## config.mk

```make
export PLATFORM = sky130hd
export DESIGN_NAME = i2s_master_tx
export DESIGN_NICKNAME = d
export VERILOG_FILES = /design/src/rtl/i2s_pkg.sv /design/src/rtl/i2s_clkgen.sv /design/src/rtl/i2s_master_tx.sv
export SDC_FILE = /design/constraint.sdc
export NUM_CORES = 1
export LEC_CHECK = 0
export BUFFER_PORTS_ARGS = -buffer_cell sky130_fd_sc_hd__buf_2
export CORE_ASPECT_RATIO = 0.7
export CORE_MARGIN = 4
export CORE_UTILIZATION = 45
export CTS_BUF_LIST = sky130_fd_sc_hd__clkbuf_8
export DETAILED_ROUTE_END_ITERATION = 16
export PLACE_DENSITY = 0.65
export RECOVER_POWER = 100
export SYNTH_ARGS = -nofsm -noshare
export SYNTH_HDL_FRONTEND = slang
export SYNTH_SLANG_ARGS = --single-unit
```

## constraint.sdc

```tcl
create_clock -name i_clk -period 2.96 [get_ports i_clk]
set_input_delay 0.296 -clock i_clk [delete_from_list [all_inputs] [get_ports i_clk]]
set_output_delay 0.296 -clock i_clk [all_outputs]
set_load 0.01 [all_outputs]
```

## src/rtl/i2s_pkg.sv

```systemverilog
// Shared I2S definitions: word-select encoding, default sample geometry and
// the stereo sample pair type used by the player, recorder and this master.
package i2s_pkg;

    localparam logic LR_LEFT  = 1'b0;
    localparam logic LR_RIGHT = 1'b1;

    localparam int I2S_WIDTH     = 16;
    localparam int I2S_SLOT_BITS = 16;

    typedef struct packed {
        logic [I2S_WIDTH-1:0] left;
        logic [I2S_WIDTH-1:0] right;
    } stereo_sample_t;

endpackage

```

## src/rtl/i2s_clkgen.sv

```systemverilog
// Bit-clock and word-select generator. Divides i_clk down to BCLK, tracks the
// bit position inside the frame and flags the cycle in which BCLK falls.
module i2s_clkgen
    import i2s_pkg::*;
#(
    parameter int CLK_DIV   = 4,
    parameter int SLOT_BITS = I2S_SLOT_BITS
) (
    input  logic                             i_clk,
    input  logic                             i_rst_n,
    input  logic                             i_en,
    output logic                             o_bclk,
    output logic                             o_lrck,
    output logic                             o_fall_evt,
    output logic [$clog2(2*SLOT_BITS)-1:0]   o_bit_cnt
);

    localparam int CNT_W = $clog2(2*SLOT_BITS);
    localparam int DIV_W = (CLK_DIV > 1) ? $clog2(CLK_DIV) : 1;
    localparam logic [DIV_W-1:0] DIV_LAST = DIV_W'(CLK_DIV - 1);
    localparam logic [CNT_W-1:0] BIT_LAST = CNT_W'(2*SLOT_BITS - 1);
    localparam logic [CNT_W-1:0] SLOT_LEN = CNT_W'(SLOT_BITS);

    logic [DIV_W-1:0] div_cnt_reg;
    logic             bclk_reg;
    logic             lrck_reg;
    logic [CNT_W-1:0] bit_cnt_reg;
    logic [CNT_W-1:0] bit_cnt_next;
    logic             div_tc;

    // Terminal count of the divider and the wrapped next bit position.
    always_comb begin
        div_tc       = (div_cnt_reg == DIV_LAST);
        bit_cnt_next = (bit_cnt_reg == BIT_LAST) ? '0 : bit_cnt_reg + CNT_W'(1);
    end

    // Divider, BCLK toggle, and bit position / word select advanced on BCLK falls.
    always_ff @(posedge i_clk) begin
        if (!i_rst_n || !i_en) begin
            div_cnt_reg <= '0;
            bclk_reg    <= 1'b0;
            lrck_reg    <= LR_RIGHT;
            bit_cnt_reg <= BIT_LAST;
        end else if (div_tc) begin
            div_cnt_reg <= '0;
            bclk_reg    <= ~bclk_reg;
            if (bclk_reg) begin
                bit_cnt_reg <= bit_cnt_next;
                lrck_reg    <= (bit_cnt_next >= SLOT_LEN) ? LR_RIGHT : LR_LEFT;
            end
        end else begin
            div_cnt_reg <= div_cnt_reg + DIV_W'(1);
        end
    end

    assign o_bclk     = bclk_reg;
    assign o_lrck     = lrck_reg;
    assign o_bit_cnt  = bit_cnt_reg;
    assign o_fall_evt = i_en && div_tc && bclk_reg;

endmodule

```

## src/rtl/i2s_master_tx.sv

```systemverilog
// I2S master transmitter: one-pair holding buffer, frame shift register and
// underrun detection on top of the BCLK/LRCK generator.
module i2s_master_tx
    import i2s_pkg::*;
#(
    parameter int CLK_DIV   = 4,
    parameter int WIDTH     = I2S_WIDTH,
    parameter int SLOT_BITS = I2S_SLOT_BITS
) (
    input  logic             i_clk,
    input  logic             i_rst_n,
    input  logic             i_en,
    input  logic             i_valid,
    input  logic [WIDTH-1:0] i_left,
    input  logic [WIDTH-1:0] i_right,
    output logic             o_ready,
    output logic             o_bclk,
    output logic             o_lrck,
    output logic             o_sdata,
    output logic             o_frame,
    output logic             o_underrun,
    output logic [7:0]       o_underrun_cnt
);

    localparam int FRAME_BITS = 2*SLOT_BITS;
    localparam int CNT_W      = $clog2(FRAME_BITS);

    logic                  fall_evt;
    logic [CNT_W-1:0]      bit_cnt;
    logic                  load_evt;
    logic                  accept;

    logic                  hold_valid_reg;
    logic [WIDTH-1:0]      hold_left_reg;
    logic [WIDTH-1:0]      hold_right_reg;

    logic [SLOT_BITS-1:0]  left_slot;
    logic [SLOT_BITS-1:0]  right_slot;
    logic [FRAME_BITS-1:0] frame_word;
    logic [FRAME_BITS-1:0] shift_reg;
    logic                  sdata_reg;
    logic                  frame_reg;
    logic                  underrun_reg;
    logic [7:0]            underrun_cnt_reg;

    i2s_clkgen #(
        .CLK_DIV   (CLK_DIV),
        .SLOT_BITS (SLOT_BITS)
    ) u_clkgen (
        .i_clk      (i_clk),
        .i_rst_n    (i_rst_n),
        .i_en       (i_en),
        .o_bclk     (o_bclk),
        .o_lrck     (o_lrck),
        .o_fall_evt (fall_evt),
        .o_bit_cnt  (bit_cnt)
    );

    // The load point is the fall that moves bit_cnt from 0 to 1.
    assign load_evt = fall_evt && (bit_cnt == '0);
    assign accept   = i_valid && !hold_valid_reg;

    // Left-justify each sample in its slot; an empty buffer yields a silent frame.
    always_comb begin
        left_slot  = '0;
        right_slot = '0;
        left_slot[SLOT_BITS-1 -: WIDTH]  = hold_left_reg;
        right_slot[SLOT_BITS-1 -: WIDTH] = hold_right_reg;
        frame_word = hold_valid_reg ? {left_slot, right_slot} : '0;
    end

    // Holding buffer: drained at a load, refilled whenever empty (never both at once).
    always_ff @(posedge i_clk) begin
        if (!i_rst_n) begin
            hold_valid_reg <= 1'b0;
            hold_left_reg  <= '0;
            hold_right_reg <= '0;
        end else if (load_evt && hold_valid_reg) begin
            hold_valid_reg <= 1'b0;
        end else if (accept) begin
            hold_valid_reg <= 1'b1;
            hold_left_reg  <= i_left;
            hold_right_reg <= i_right;
        end
    end

    // Serialiser: the MSB goes straight to the pin at load, the rest is stored
    // pre-shifted so every later fall just emits the register MSB.
    always_ff @(posedge i_clk) begin
        if (!i_rst_n) begin
            shift_reg    <= '0;
            sdata_reg    <= 1'b0;
            frame_reg    <= 1'b0;
            underrun_reg <= 1'b0;
        end else begin
            frame_reg    <= 1'b0;
            underrun_reg <= 1'b0;
            if (!i_en) begin
                shift_reg <= '0;
                sdata_reg <= 1'b0;
            end else if (load_evt) begin
                shift_reg    <= frame_word << 1;
                sdata_reg    <= frame_word[FRAME_BITS-1];
                frame_reg    <= 1'b1;
                underrun_reg <= !hold_valid_reg;
            end else if (fall_evt) begin
                shift_reg <= shift_reg << 1;
                sdata_reg <= shift_reg[FRAME_BITS-1];
            end
        end
    end

    // Saturating count of frames loaded without data.
    always_ff @(posedge i_clk) begin
        if (!i_rst_n) begin
            underrun_cnt_reg <= 8'd0;
        end else if (load_evt && !hold_valid_reg && (underrun_cnt_reg != 8'hFF)) begin
            underrun_cnt_reg <= underrun_cnt_reg + 8'd1;
        end
    end

    assign o_ready        = !hold_valid_reg;
    assign o_sdata        = sdata_reg;
    assign o_frame        = frame_reg;
    assign o_underrun     = underrun_reg;
    assign o_underrun_cnt = underrun_cnt_reg;

endmodule

```

Word-level counts from Yosys, hierarchy flattened --
Cells that the tools add are included.
Cells by class: $add $sub $neg 3, order comparisons 1, eq/ne operators 3, multiplexer cells 8, bitwise operators 3, reduce and logical (&&, ||, !) cells 19
Operators by type and width (count):
- $mux 32 | 3
- $add 8x1->8 const B | 1
- $ne 8x8->1 const B | 1
- $logic_and 1x1->1 | 7
- $reduce_and 2->1 | 3
- $add 5x1->5 const B | 1
- $eq 5x5->1 const B | 1
- $ge 5x5->1 const B | 1
- $logic_not 5->1 | 1
- $mux 5 | 1
- $mux 1 | 4
- $reduce_or 2->1 | 2
- $logic_not 1->1 | 3
- $not 1->1 | 3
- $reduce_and 3->1 | 1
- $add 2x1->2 const B | 1
- $eq 2x2->1 const B | 1
- $reduce_bool 2->1 | 1
- $logic_or 1x1->1 | 1
Word-level totals: flip-flop bits (word level) 84, input port bits 36, output and inout bits 14, logic and storage cells 49

Logic depth before layout (Yosys ltp) --
word-level depth 7, depth in mapped cells 7

By module --
Synthesis repeated with hierarchy kept, for this count alone.
Second synthesis, totals: cells, all modules 414, area total of the unflattened synthesis 3372.0 um^2
By module, submodules not included:
- i2s_master_tx | times used 1, cells each 378, area each 3011.6 um^2, seq. area each 1501.4 um^2
- i2s_clkgen | times used 1, cells each 36, area each 360.3 um^2, seq. area each 160.2 um^2

Worst setup path after synthesis --
Ideal clock, no wire load.
path type register to register, start point register u_clkgen.bit_cnt_reg[0], in the netlist u_clkgen.o_bit_cnt[0], end point register underrun_cnt_reg[7], in the netlist o_underrun_cnt[7], data arrival time 1.491 ns, required time 2.845 ns, slack 1.353 ns, cell stages (with the launch flop) 7, path buffers 0, period minus slack after synthesis 1.607 ns, cells stage by stage dfxtp_1 inv_1 ha_1 nor4b_4 nand2_1 or4_1 and3_1
On the way: cells in the longest elaborated chain, start to end 4
RTL lines:
- from (decl) | RTL line i2s_clkgen.sv:27 | logic [CNT_W-1:0] bit_cnt_reg;
- from (signal assigned) | RTL line i2s_clkgen.sv:48 | bit_cnt_reg <= bit_cnt_next;
- $logic_not 5->1 | RTL line i2s_master_tx.sv:60 | assign load_evt = fall_evt && (bit_cnt == '0);
- $logic_and 1x1->1 | RTL line i2s_master_tx.sv:60
- $logic_and 1x1->1 (2 in series) | RTL line i2s_master_tx.sv:117 | end else if (load_evt && !hold_valid_reg && (underrun_cnt_reg != 8'hFF)) begin
- to (signal assigned) | RTL line i2s_master_tx.sv:118 | underrun_cnt_reg <= underrun_cnt_reg + 8'd1;
- to (decl) | RTL line i2s_master_tx.sv:44 | logic [7:0] underrun_cnt_reg;
No other way between the ends. A chain may end at the register's enable or synchronous reset.

Worst setup path after layout --
start point register u_clkgen.div_cnt_reg[0], end point register shift_reg[7]
On the way: cells in the longest elaborated chain, start to end 5, elaborated cells between the ends (all ways) 6
RTL lines:
- from (decl) | RTL line i2s_clkgen.sv:24 | logic [DIV_W-1:0] div_cnt_reg;
- from (signal assigned) | RTL line i2s_clkgen.sv:52 | div_cnt_reg <= div_cnt_reg + DIV_W'(1);
- $eq 2x2->1 * | RTL line i2s_clkgen.sv:33 | div_tc = (div_cnt_reg == DIV_LAST);
- $logic_and 1x1->1 * (2 in series) | RTL line i2s_clkgen.sv:59 | assign o_fall_evt = i_en && div_tc && bclk_reg;
- $logic_and 1x1->1 | RTL line i2s_master_tx.sv:60
- $mux 32 / $reduce_bool 2->1 (equally long branches)
- to (signal assigned) | RTL line i2s_master_tx.sv:102 | shift_reg <= frame_word << 1;
- to (signal assigned) | RTL line i2s_master_tx.sv:107 | shift_reg <= shift_reg << 1;
- to (decl) | RTL line i2s_master_tx.sv:40 | logic [FRAME_BITS-1:0] shift_reg;
Every way passes the cells marked *; elsewhere a longest branch is shown, timed or not.

==> flow_summary.toml <==
[run_status]
status = "finished, final reports clean"

[power]
power_frac_comb = 0.053
seqPwrFrac = 0.532
clock_power_share = 0.415
power_switching_mw = 0.486
cellLeakagePower_nw = 1.37
total_power_mw = 2.19
power_density_nw_per_um2 = 565
p_int_mw = 1.70
ir_drop_uv = 282
sw_frac_of_total = 0.222

[yosys]
synth_area_um2 = 3390
netlist_instances = 416
yosys-top-cells-count = "nand2_1, dfxtp_1, nor2_1"
yosysWarnings = 0
synth.top_cells.by_area = "dfxtp_1, nand2_1, a311oi_1"
synthesis.nets = 457
ys_types = 35
ys_seq_area_frac = 0.490
synth_edf_count = 0
synth_top_area_frac = 0.490
avgSynthCellArea_um2 = 8.15
ys_seq_elements = 83
synth.most_common_cell = "nand2_1"
synth_top_cell_by_area = "dfxtp_1"
synth-main-ff-cell = "dfxtp_1"
synthArstFlopShare = 0

[timing]
max_slew_margin = 0.272
setup_tns_ns = 0
hold_viol_final = 0
fin_skew_ns = 0.0102
finalCritPeriodShare = 0.782
slew_violations = 0
fin_crit_ns = 2.32
rsz0062_at_grt = "no"
fmaxAchievable_ghz = 0.432
tightest_slew_ns = 1.09
setup_viol = 0

[cts]
cts.sinks = 83
cts_setup_buffers = 0
cts_root_buf = "clkbuf_8"
cts_max_level = 3
cts_buffers = 9
clkTransAtPathRegs_ns = 0.08
cts_tree = "done"
ctsLongestPathBuffers = 2
clkLatencyLatePin_ns = 0.35
ctsHoldBuffers = 0
ctsResizeCount = 0

[critical_path]
cp_max_fo = 41
path_class = "register to register"
rr_endpoint = "shift_reg[7]$_SDFFE_PP0P_"
r2r_slack_ns = 0.64
endpoint = "shift_reg[7]$_SDFFE_PP0P_"
slowest_delay_ns = 0.69
crit_required_ns = 3.20
worstPathCellList = "ha_1 -> and2_2 -> clkbuf_2 -> nor2_1 -> a311oi_1"
cp-end-kind = "register"
critPathArrivalTime_ns = 2.55
critPathLaunch = "u_clkgen.div_cnt_reg[0]$_SDFF_PP0_"
worstReg2RegStart = "u_clkgen.div_cnt_reg[0]$_SDFF_PP0_"
slowest_stage = "clkbuf_2"
cp_num_buf_inv = 1
critPathTopFamily = "buffers and inverters"
worstSetupPathDepth = 5
rr_worst_depth = 5
start_kind = "register"

[flow_run]
cap_violations = 0

[finish]
multi_input_area_um2 = 1580
nets = 489
final_cell_count_no_fill = 551
drive_above_1_share = 0.130
regArea_um2 = 1660
largest_register_ffs = 31
fillCellCount = 729
synthToLayoutAreaGrowth_pct = 14.4
antennaDiodeCount = 0

[global_route]
antenna_found_initial = 0
grt_max_degree = 42
grt_pass1_vias = 2674
track_usage = 0.172
grt_overflow = 0
grt_pass1_wl_um = 12700

[routing]
dr.pass1.iters = 5
drtIter0Drc = 151
route.detailed.wl_per_inst_um = 13.8
wl_um = 7580
via_per_inst = 5.34
num_vias = 2940
drc = 0
detail-route-antenna-nets = 0

[hold_path]
hp-class = "input port to register"

[placement]
portBuffers = 49
gp_congestion = 0.740
dpl.hpwl_um = 5020
placed_cells = 535

[floorplan]
fp.dieW_um = 112
rows = 26
start_util = 0.463
die_h_um = 80.6
io_pins = 50
core_um2 = 7320
die-area_um2 = 9010
## cell usage in the layout (no fill, tap or decap), drive strengths merged, types with 2 or more instances in the layout
cell / synthesis / routed
nand2: 106 / 106
dfxtp: 83 / 83
buf: 12 / 39
nor2: 36 / 36
a21oi: 35 / 35
nand3: 34 / 34
a311oi: 31 / 31
clkbuf: 23 / 28
nand4: 7 / 7
inv: 5 / 6
mux2i: 5 / 5
ha: 5 / 5
nor3: 4 / 4
and3: 3 / 3
o21ai: 3 / 3
a211o: 3 / 3
nand2b: 3 / 3
nor3b: 2 / 2
and4: 2 / 2
xnor2: 2 / 2
bufinv: 0 / 2
nor4b: 2 / 2
## worst reg2reg max path, cell delays in order, from the launching register on
cell      delay, ns
dfxtp_1        0.34
ha_1           0.26
and2_2         0.48
clkbuf_2       0.69
nor2_1         0.11
a311oi_1       0.31
## logic make-up (layout without fill, tap and decap cells)
| logic type | count (synthesis) | count (layout) | synth area share |
|---|---|---|---|
| AND/OR/NAND/NOR | 206 | 206 | 0.272 |
| flip-flops | 83 | 83 | 0.490 |
| AO/OA/AOI/OAI | 75 | 75 | 0.153 |
| buffers and inverters | 40 | 77 | 0.0461 |
| adder cells (fa/ha/maj) | 5 | 5 | 0.0185 |
| multiplexers | 5 | 5 | 0.0148 |
| XOR/XNOR | 2 | 2 | 0.00517 |
## power groups by stage
stage	Combinational (mW)	Clock, mW	Sequential (mW)
2_1_floorplan	0.0786	0	1.18
3_3_place_gp	0.114	0	1.19
3_5_place_dp	0.118	0	1.19
4_1_cts	0.118	0.925	1.17
5_1_grt	0.132	0.969	1.17
6_report	0.115	0.910	1.17
## routing by layer
metal	vias up	wire length, um	global-route usage
li1	1516	-	-
met1	1359	3630	0.229
met2	56	3570	0.272
met3	9	318	0.0482
met4	0	64	0.0571
met5	-	0	0
## stage by stage
stage	util	cell area [um^2]	worst slack [ns]	hold slack, ns
after global routing	0.530	3880	0.424	0.161
final	0.530	3880	0.645	0.169
after detailed placement	0.502	3680	0.795	0.424
after floorplan	-	3390	1.35	0.370
after CTS	0.533	3900	0.790	0.159
after global placement	0.502	3680	0.941	0.414
## worst min path at each step
stage / start / endpoint / slack, ns / depth (start not counted)
floorplan: i_en / u_clkgen.o_bit_cnt[4]$_SDFFE_PP1P_ / 0.37 / 1
global placement: u_clkgen.div_cnt_reg[0]$_SDFF_PP0_ / u_clkgen.div_cnt_reg[0]$_SDFF_PP0_ / 0.41 / 1
detailed placement: u_clkgen.div_cnt_reg[0]$_SDFF_PP0_ / u_clkgen.div_cnt_reg[0]$_SDFF_PP0_ / 0.42 / 1
CTS: i_left[2] / hold_left_reg[2]$_SDFFE_PN0P_ / 0.16 / 3
global route: i_left[1] / hold_left_reg[1]$_SDFFE_PN0P_ / 0.16 / 3
finish: i_en / u_clkgen.o_bit_cnt[4]$_SDFFE_PP1P_ / 0.17 / 2
## cell type report
cell class / count / area share
clock inverters: 5 / 0.0197
clock buffers: 11 / 0.0390
flip-flops and latches: 83 / 0.428
repair buffers: 56 / 0.0703
multi-input cells: 293 / 0.406
inverters: 5 / 0.00484
well taps: 98 / 0.0316
No activity file was read; power rests on OpenSTA's default activity.
